$ cat src/rtl/keypad_scan.sv
// 4x4 keypad scanner: rotates an active-low row strobe, synchronizes the columns,
// reports the lowest pressed code per frame and debounces it. Define KEYPAD_REPEAT_EN for auto-repeat pulses.
module keypad_scan #(
  parameter int unsigned SCAN_DIV = 25000,
  parameter int unsigned DB_CNT   = 4
) (
  input  logic       clk,
  input  logic       rst,
  input  logic [3:0] col_n,
  output logic [3:0] row_n,
  output logic [4:0] key,
  output logic [4:0] key_pulse
);

  localparam int unsigned DIV_W   = $clog2(SCAN_DIV);
  localparam logic [3:0]  DB_LAST = 4'(DB_CNT);

  typedef enum logic [1:0] {IDLE, CHK_PRESS, HELD, CHK_REL} state_t;

  logic [DIV_W-1:0] div_cnt;
  logic [1:0]       row;
  logic             dwell_end;
  logic             frame_end;
  logic [3:0]       col_s1, col_s2;
  logic [1:0]       row_col;
  logic             row_hit;
  logic             acc_valid, scan_valid;
  logic [3:0]       acc_code, scan_code;

  state_t     state, state_d;
  logic [3:0] cnt, cnt_d, cnt_inc;
  logic [3:0] cand, cand_d;
  logic [4:0] key_d, pulse_d;
  logic       match;
`ifdef KEYPAD_REPEAT_EN
  logic [5:0] rep_cnt, rep_d, rep_inc;
`endif

  assign dwell_end = (div_cnt == DIV_W'(SCAN_DIV - 1));
  assign frame_end = dwell_end && (row == 2'd3);

  // Row strobe and dwell timer
  always_ff @(posedge clk or posedge rst) begin
    if (rst) begin
      div_cnt <= '0;
      row     <= 2'd0;
      row_n   <= 4'b1110;
    end else if (dwell_end) begin
      div_cnt <= '0;
      row     <= row + 2'd1;
      row_n   <= ~(4'b0001 << (row + 2'd1));
    end else begin
      div_cnt <= div_cnt + DIV_W'(1);
    end
  end

  // Column synchronizer; idle level is released (high)
  always_ff @(posedge clk or posedge rst) begin
    if (rst) begin
      col_s1 <= 4'b1111;
      col_s2 <= 4'b1111;
    end else begin
      col_s1 <= col_n;
      col_s2 <= col_s1;
    end
  end

  // Lowest pressed code so far in this frame, including the row being sampled now
  always_comb begin
    row_hit = (col_s2 != 4'b1111);
    row_col = 2'd0;
    if      (!col_s2[0]) row_col = 2'd0;
    else if (!col_s2[1]) row_col = 2'd1;
    else if (!col_s2[2]) row_col = 2'd2;
    else if (!col_s2[3]) row_col = 2'd3;
    if (row == 2'd0 || !acc_valid) begin
      scan_valid = row_hit;
      scan_code  = {row, row_col};
    end else begin
      scan_valid = acc_valid;
      scan_code  = acc_code;
    end
  end

  always_ff @(posedge clk or posedge rst) begin
    if (rst) begin
      acc_valid <= 1'b0;
      acc_code  <= 4'd0;
    end else if (dwell_end) begin
      acc_valid <= scan_valid;
      acc_code  <= scan_code;
    end
  end

  // Debounce state and output registers
  always_ff @(posedge clk or posedge rst) begin
    if (rst) begin
      state     <= IDLE;
      cnt       <= 4'd0;
      cand      <= 4'd0;
      key       <= 5'd0;
      key_pulse <= 5'd0;
`ifdef KEYPAD_REPEAT_EN
      rep_cnt   <= 6'd0;
`endif
    end else begin
      state     <= state_d;
      cnt       <= cnt_d;
      cand      <= cand_d;
      key       <= key_d;
      key_pulse <= pulse_d;
`ifdef KEYPAD_REPEAT_EN
      rep_cnt   <= rep_d;
`endif
    end
  end

  // Debounce next-state; only frame ends can move it
  always_comb begin
    state_d = state;
    cnt_d   = cnt;
    cand_d  = cand;
    key_d   = key;
    pulse_d = 5'd0;
    cnt_inc = cnt + 4'd1;
    match   = scan_valid && (scan_code == cand);
`ifdef KEYPAD_REPEAT_EN
    rep_d   = rep_cnt;
    rep_inc = rep_cnt + 6'd1;
`endif
    if (frame_end) begin
      case (state)
        IDLE: begin
          key_d = 5'd0;
          if (scan_valid) begin
            state_d = CHK_PRESS;
            cand_d  = scan_code;
            cnt_d   = 4'd1;
          end
        end
        CHK_PRESS: begin
          if (!scan_valid) begin
            state_d = IDLE;
            cnt_d   = 4'd0;
          end else if (match) begin
            if (cnt_inc == DB_LAST) begin
              state_d = HELD;
              cnt_d   = 4'd0;
              key_d   = {1'b1, cand};
              pulse_d = {1'b1, cand};
`ifdef KEYPAD_REPEAT_EN
              rep_d   = 6'd0;
`endif
            end else begin
              cnt_d = cnt_inc;
            end
          end else begin
            cand_d = scan_code;
            cnt_d  = 4'd1;
          end
        end
        HELD: begin
          if (!match) begin
            state_d = CHK_REL;
            cnt_d   = 4'd1;
          end
`ifdef KEYPAD_REPEAT_EN
          else begin
            if (rep_inc == 6'd32 || rep_inc == 6'd40) pulse_d = {1'b1, cand};
            rep_d = (rep_inc == 6'd40) ? 6'd32 : rep_inc;
          end
`endif
        end
        CHK_REL: begin
          if (match) begin
            state_d = HELD;
            cnt_d   = 4'd0;
          end else if (cnt_inc == DB_LAST) begin
            state_d = IDLE;
            cnt_d   = 4'd0;
            key_d   = 5'd0;
`ifdef KEYPAD_REPEAT_EN
            rep_d   = 6'd0;
`endif
          end else begin
            cnt_d = cnt_inc;
          end
        end
        default: state_d = IDLE;
      endcase
    end
  end

endmodule

$ cat config.mk
export PLATFORM = sky130hd
export DESIGN_NAME = keypad_scan
export DESIGN_NICKNAME = d
export VERILOG_FILES = /design/src/rtl/keypad_scan.sv
export SDC_FILE = /design/constraint.sdc
export NUM_CORES = 1
export LEC_CHECK = 0
export CAP_MARGIN = 20
export CORE_UTILIZATION = 40
export DETAILED_ROUTE_END_ITERATION = 10
export HOLD_SLACK_MARGIN = 0.12
export PLACE_DENSITY = 0.56
export SLEW_MARGIN = 0
export SYNTH_ARGS = -nofsm -noshare
export SYNTH_HDL_FRONTEND = slang
export SYNTH_SLANG_ARGS = --single-unit
$ cat constraint.sdc
create_clock -name clk -period 3.3 [get_ports clk]
set_input_delay 0.495 -clock clk [delete_from_list [all_inputs] [get_ports clk]]
set_output_delay 0.495 -clock clk [all_outputs]
set_load 0.01 [all_outputs]
==> reports/summary.txt, run 1 <==
io pins: 20
number of synthesized register bits: 54
initial antenna violation count: 0
CTS Sinks: 54
CTS Buffer Depth: 2
Root Driver: clkbuf_8
worst-path fanout max: 6
Multi-input gate area: 1190 sq um
gr ovfl total: 0
peak supply drop: 0.272 mV
PortBufs: 19
synthesized cell area: 2640 sq um
Synth Area in Adders: 0.0617
Pleak: 1.36 nW
most used flip-flop cell after synthesis: dfrtp_1
Rows: 29
Arr. time, crit path: 3.25 ns
max-capacitance violation count: 0
final worst slack: 0.253 ns
total CTS buffers: 5
clock insertion delay at the later pin of the skew report: 0.31 ns
Slew Limit Fails: 0
share of cells above drive strength 1: 0.150
Syn-to-layout area delta: 16.7%
Clock Skews: 0.0109 ns
DR pass1 iterations: 4
Placeable Area: 6350 sq um
vias in the first global route: 1853
largest net degree at the start of global routing: 49
DIE AREA: 6920 sq um
CP max-delay cell: or4_4
finished layout cell area: 3080 sq um
Place WS: 0.199 ns
DRT Wirelength: 4960 um
initial DRC count: 36
Core Util, Final: 0.485
DR WL/cell: 13.9 um
overall die width: 83.2 um
Final Hold Violating Endpoints: 0
vias per cell: 5.17
routability cong.: 0.758
CTS tree: yes
placed inst area: 2970 sq um
hpwl dp: 3490 um
Setup TNS Final: 0 ns
Worst Tran Pin Value: 0.514 ns
sequential cell area fraction in the yosys report: 0.518
Clk pin slew, worst setup/hold paths: 0.10 ns
delay-heaviest family, CP: simple AND/OR/NAND/NOR gates
Cell Pwr Density: 356 nW/um^2
post-synthesis simple-gate area fraction: 0.185
height of the die: 83.2 um
Post-synth EDFFs: 0
global-route wire length before repair: 8860 um
RSZ-0062 raised after global routing: no
total track usage: 0.160
critical path start-end classification: flip-flop to flip-flop
crit-path cells: inv_1 > ha_1 > nand2b_1 > o211ai_1 > o221a_1 > or4_4 > nor2_8 > mux2i_2 > nor2_1 > a32o_1
status: finished, final reports clean
WHS: 0.360 ns
# H-tree levels: 2
Cells after Synth: 248
Cell variety after synth: 51
Buffers & Inverters on Critical Path: 1
multiplexer share of the synthesized area: 0.0157
CP required: 3.50 ns
largest family of logic cells by synthesized area: simple AND/OR/NAND/NOR gates
Filler cells: 602
Synth Area per Inst: 10.6 sq um
startpoint types: flip-flop
Yosys Warn Count: 0
final period utilization: 0.923
compound-gate portion of the synthesized area: 0.139
Max stage delay on crit path: 0.58 ns
Max-slew headroom: 0.655
# setup viols final: 0
setup repair bufs after CTS: 0
fin crit period: 3.05 ns
antenna diode instance count: 0
post-route ant nets: 0
max frequency: 0.328 GHz
initial core utilization: 0.415
flip-flop and latch area: 1370 sq um
Synth Area in XOR/XNOR: 0.0498
Nets: 298
Critical Path Sink Type: flip-flop
DR DRC count: 0
DR vias: 1845
Syn Nets: 267
async set-reset flop share out of synthesis: 1.00
HP Class: flip-flop to flip-flop
## synthesized netlist by cell type (2+ instances only)
| cell | count | share of area |
|---|---|---|
| dfrtp_1 | 43 | 0.41 |
| nand2_1 | 28 | 0.040 |
| nor2_1 | 19 | 0.027 |
| o21ai_0 | 18 | 0.034 |
| inv_1 | 14 | 0.020 |
| ha_1 | 13 | 0.062 |
| dfstp_2 | 11 | 0.11 |
| xnor2_1 | 8 | 0.027 |
| xor2_1 | 7 | 0.023 |
| a21oi_1 | 5 | 0.0095 |
| and2_1 | 5 | 0.012 |
| nand3_1 | 5 | 0.0095 |
| nor4_1 | 5 | 0.012 |
| a211oi_1 | 4 | 0.011 |
| a22o_1 | 4 | 0.013 |
| clkbuf_1 | 4 | 0.0057 |
| nand4_1 | 4 | 0.0095 |
| nor3_1 | 4 | 0.0076 |
| mux2i_1 | 3 | 0.011 |
| nor2b_1 | 3 | 0.0071 |
| a21o_1 | 2 | 0.0057 |
| and3_1 | 2 | 0.0047 |
| and3b_1 | 2 | 0.0066 |
| nand2b_1 | 2 | 0.0047 |
| nor4_2 | 2 | 0.0095 |
| nor4bb_1 | 2 | 0.0076 |
| o211ai_2 | 2 | 0.0095 |
| o21ai_1 | 2 | 0.0038 |
| o22ai_1 | 2 | 0.0047 |
| or3_1 | 2 | 0.0047 |
## registers in the layout, summed over array words and instances (netlist names), 4 cells and up
signal,count
key,5
acc_code,4
col_s1,4
div_cnt,15
cand,4
key_pulse,5
row_n,4
col_s2,4
cnt,4
## power breakdown
group	internal (mW)	total, mW	switching [mW]
clock network	0.152	0.377	0.225
registers	0.670	0.673	0.00291
logic	0.0185	0.0454	0.0269
## layout make-up
| type | count | share of cell area |
|---|---|---|
| multi-input combinational | 174 | 0.387 |
| sequential | 54 | 0.444 |
| inverter | 14 | 0.0171 |
| timing repair buffer | 30 | 0.0927 |
| clock buffer | 6 | 0.0236 |
| tap | 77 | 0.0313 |
| clock inverter | 2 | 0.00447 |
## worst paths after layout
kind / start / to / depth (start not counted) / slack (ns)
setup / recovery: row[0]$_DFFE_PP0N_ / cnt[2]$_DFFE_PP0P_ / 10 / 0.25
hold / removal: col_s1[2]$_DFF_PP1_ / col_s2[2]$_DFF_PP1_ / 0 / 0.36
setup reg to reg: row[0]$_DFFE_PP0N_ / cnt[2]$_DFFE_PP0P_ / 10 / 0.25
hold reg to reg: col_s1[2]$_DFF_PP1_ / col_s2[2]$_DFF_PP1_ / 0 / 0.36
max in group asynchronous: rst / col_s1[2]$_DFF_PP1_ / 4 / 2.10
min in group asynchronous: rst / cnt[3]$_DFFE_PP0P_ / 2 / 0.47
## cells in the final DEF, fill, tap and decap left out, drive strengths merged, types with 5 or more instances in the layout
master         instances
nor4                   7
inv                   15
clkbuf                 6
nor2                  20
xnor2                  8
a21oi                  5
nand2                 28
nand3                  5
buf                   11
clkdlybuf4s50         19
xor2                   7
dfrtp                 43
o21ai                 20
and2                   5
ha                    13
dfstp                 11
## through the flow
| step | instances | power (mW) |
|---|---|---|
| after detailed placement | 348 | 0.729 |
| after floorplan | 248 | 0.711 |
| after CTS | 356 | 1.11 |
| after global placement | 348 | 0.728 |
| after global routing | 357 | 1.14 |
| final | 357 | 1.10 |
## kinds of logic (layout without fill, tap and decap cells)
kind of cell | Yosys count | after routing
AO/OA/AOI/OAI | 52 | 52
XOR/XNOR | 15 | 15
flip-flops | 54 | 54
buffers and inverters | 20 | 52
multiplexers | 4 | 4
AND/OR/NAND/NOR | 90 | 90
adder cells (fa/ha/maj) | 13 | 13
## worst register-to-register path: cells and delay by family (launching register included)
| kind | cells | cell delay [ns] |
|---|---|---|
| simple gates | 4 | 1.10 |
| compound gates | 3 | 0.76 |
| flops | 1 | 0.44 |
| mux | 1 | 0.31 |
| fa+ha+maj | 1 | 0.24 |
| buf+inv | 1 | 0.10 |
## what timing repair did
item	in CTS	in global routing
setup endpoints to repair	0	1
endpoints found under the hold margin	0	0
hold buffers	0	0
resized for setup	0	1
## routing by layer
layer  up-vias  part of all wire  global-route usage
met5         -                 0                   0
met4         0             0.012              0.0564
met3         5             0.027              0.0328
met2        21              0.45               0.250
met1       882              0.51               0.221
li1        937                 -                   -
Power figures use the tool's default switching activity.
==> run 2: changes to the inputs <==
--- a/config.mk
+++ b/config.mk
@@ -9,7 +9,6 @@
 export CORE_UTILIZATION = 40
 export DETAILED_ROUTE_END_ITERATION = 10
 export HOLD_SLACK_MARGIN = 0.12
-export PLACE_DENSITY = 0.56
 export SLEW_MARGIN = 0
 export SYNTH_ARGS = -nofsm -noshare
 export SYNTH_HDL_FRONTEND = slang
==> constraint.sdc (replaced) <==
create_clock -name clk -period 3.59 [get_ports clk]
set_input_delay 0.5385 -clock clk [delete_from_list [all_inputs] [get_ports clk]]
set_output_delay 0.5385 -clock clk [all_outputs]
set_load 0.01 [all_outputs]
==> reports/summary.txt, run 2 (synthesized netlist as in run 1, its figures left out) <==
RSZ-0062 raised after global routing: no (unchanged)
CTS tree: yes (unchanged)
peak supply drop: 0.158 mV (was 0.272 mV)
R2R depth: 10 (unchanged)
most common cell after layout, fill and taps aside: dfrtp_1 (unchanged)
setup repair bufs after CTS: 0 (unchanged)
DIE AREA: 6920 sq um (unchanged)
sw frac: 0.217 (was 0.232)
Root Driver: clkbuf_8 (unchanged)
total track usage: 0.149 (was 0.160)
hold buffers post-CTS: 0 (unchanged)
gr ovfl total: 0 (unchanged)
combinational power share: 0.038 (was 0.041)
global-route wire length before repair: 8330 um (was 8860 um)
Pleak: 1.34 nW (was 1.36 nW)
io pins: 20 (unchanged)
Sequential Power Share: 0.612 (was 0.615)
max-capacitance violation count: 0 (unchanged)
Cell Pwr Density: 333 nW/um^2 (was 356 nW/um^2)
CTS Sinks: 54 (unchanged)
Nets: 292 (was 298)
worst-path fanout max: 6 (unchanged)
DR DRC count: 0 (unchanged)
Rows: 29 (unchanged)
Max-slew headroom: 0.568 (was 0.655)
Critical Path Sink Type: flip-flop (unchanged)
PortBufs: 19 (unchanged)
uppermost routed layer: met4 (unchanged)
critical path start-end classification: flip-flop to flip-flop (unchanged)
total CTS buffers: 5 (unchanged)
CTS Buffer Depth: 2 (unchanged)
vias in the first global route: 1781 (was 1853)
post-route ant nets: 0 (unchanged)
slack of the worst reg-to-reg path: 0.35 ns (was 0.25 ns)
Setup TNS Final: 0 ns (unchanged)
max frequency: 0.308 GHz (was 0.328 GHz)
Syn-to-layout area delta: 15.2% (was 16.7%)
met3 WL post-DR: 147 um (was 133 um)
DR pass1 iterations: 4 (unchanged)
DR WL/cell: 13.2 um (was 13.9 um)
Clk pin slew, worst setup/hold paths: 0.09 ns (was 0.10 ns)
total power: 1.01 mW (was 1.10 mW)
Top Registers: div_cnt (15), key (5), key_pulse (5) (unchanged)
Int Power: 0.791 mW (was 0.841 mW)
final period utilization: 0.904 (was 0.923)
share of cells above drive strength 1: 0.128 (was 0.150)
DR vias: 1824 (was 1845)
Worst Tran Pin Value: 0.648 ns (was 0.514 ns)
share of total power in the clock network: 0.350 (was 0.344)
Switch Pwr: 0.220 mW (was 0.254 mW)
Worst Setup EP: cnt[2]$_DFFE_PP0P_ (unchanged)
clock insertion delay at the later pin of the skew report: 0.31 ns (about the same)
DRT met1 WL: 2290 um (was 2510 um)
PostCTS Resize Cnt: 0 (unchanged)
fin crit period: 3.24 ns (was 3.05 ns)
antenna diode instance count: 0 (unchanged)
CP required: 3.79 ns (was 3.50 ns)
most flop-heavy register: div_cnt (unchanged)
met2 wire length: 2130 um (was 2250 um)
status: finished, final reports clean (unchanged)
startpoint types: flip-flop (unchanged)
Worst R2R Start: row[0]$_DFFE_PP0N_ (unchanged)
initial antenna violation count: 0 (unchanged)
initial DRC count: 91 (was 36)
Placeable Area: 6350 sq um (unchanged)
Final Hold Violating Endpoints: 0 (unchanged)
overall die width: 83.2 um (unchanged)
# H-tree levels: 2 (unchanged)
initial core utilization: 0.415 (unchanged)
Post-Place Cells: 343 (was 348)
vias per cell: 5.20 (was 5.17)
Final Non-Filler Cells: 351 (was 357)
routability cong.: 0.758 (about the same)
Slew Limit Fails: 0 (unchanged)
# setup viols final: 0 (unchanged)
crit path from: row[0]$_DFFE_PP0N_ (unchanged)
Arr. time, crit path: 3.45 ns (was 3.25 ns)
HP Class: flip-flop to flip-flop (unchanged)
commonest cells after routing, fill and taps aside: 43 x dfrtp_1, 28 x nand2_1, 19 x nor2_1, 19 x clkdlybuf4s50_1, 18 x o21ai_0 (unchanged)
largest net degree at the start of global routing: 34 (was 49)
max FFs per register: 15 (unchanged)
hpwl dp: 3410 um (was 3490 um)
DRT Wirelength: 4640 um (was 4960 um)
Clock Skews: 0.00423 ns (was 0.0109 ns)
height of the die: 83.2 um (unchanged)
Crit Reg-Reg Endpoint: cnt[2]$_DFFE_PP0P_ (unchanged)
WHS: 0.360 ns (about the same)
==> run 2: cell count changes in the layout (fill, tap and decap cells not counted), sizes merged <==
| cell | previous run | this run |
|---|---|---|
| buf | 11 | 5 |
| clkinv | 1 | 0 |
| clkbuf | 6 | 7 |
==> run 2: power groups by stage <==
stage          Combinational (mW)  Sequential [mW]  Clock, mW
2_1_floorplan              0.0242            0.629          0
6_report                   0.0384            0.619      0.354
3_5_place_dp               0.0397            0.630          0
3_3_place_gp               0.0367            0.630          0
4_1_cts                    0.0397            0.619      0.369
5_1_grt                    0.0439            0.620      0.398
==> run 2: cell type report <==
cell class                 count  area (sq um)
fill                         580          3310
sequential                    54          1370
multi-input combinational    174          1190
timing repair buffer          24           240
tap                           77          96.3
clock buffer                   7          86.3
inverter                      14          52.6
clock inverter                 1          8.76
==> run 2: how the worst min path moves through the flow <==
stage / from / end / slack, ns / depth (start not counted)
3_5_place_dp: col_s1[3]$_DFF_PP1_ / col_s2[3]$_DFF_PP1_ / 0.35 / 0
2_1_floorplan: col_s1[0]$_DFF_PP1_ / col_s2[0]$_DFF_PP1_ / 0.35 / 0
3_3_place_gp: col_s1[1]$_DFF_PP1_ / col_s2[1]$_DFF_PP1_ / 0.35 / 0
4_1_cts: col_s1[3]$_DFF_PP1_ / col_s2[3]$_DFF_PP1_ / 0.36 / 0
6_report: col_s1[3]$_DFF_PP1_ / col_s2[3]$_DFF_PP1_ / 0.36 / 0
5_1_grt: col_s1[1]$_DFF_PP1_ / col_s2[1]$_DFF_PP1_ / 0.36 / 0
==> run 2: worst max-delay path: stages (launching register included) <==
cell,delay [ns]
dfrtp_1,0.43
inv_1,0.19
ha_1,0.27
nand2b_1,0.27
o211ai_1,0.19
o221a_1,0.31
or4_4,0.58
nor2_8,0.17
mux2i_1,0.38
nor2_1,0.10
a32o_1,0.26
==> run 2: metal layers <==
metal | up-vias | track usage
li1 | 917 | -
met1 | 864 | 0.208
met2 | 36 | 0.232
met3 | 7 | 0.0268
met4 | 0 | 0.0596
met5 | - | 0
==> run 2: through the flow <==
stage          worst slack, ns  utilization  cell area [sq um]
5_1_grt                 0.0444        0.478               3040
6_report                 0.345        0.478               3040
3_3_place_gp             0.454        0.460               2920
2_1_floorplan            0.605            -               2640
4_1_cts                  0.321        0.478               3040
3_5_place_dp             0.338        0.463               2940
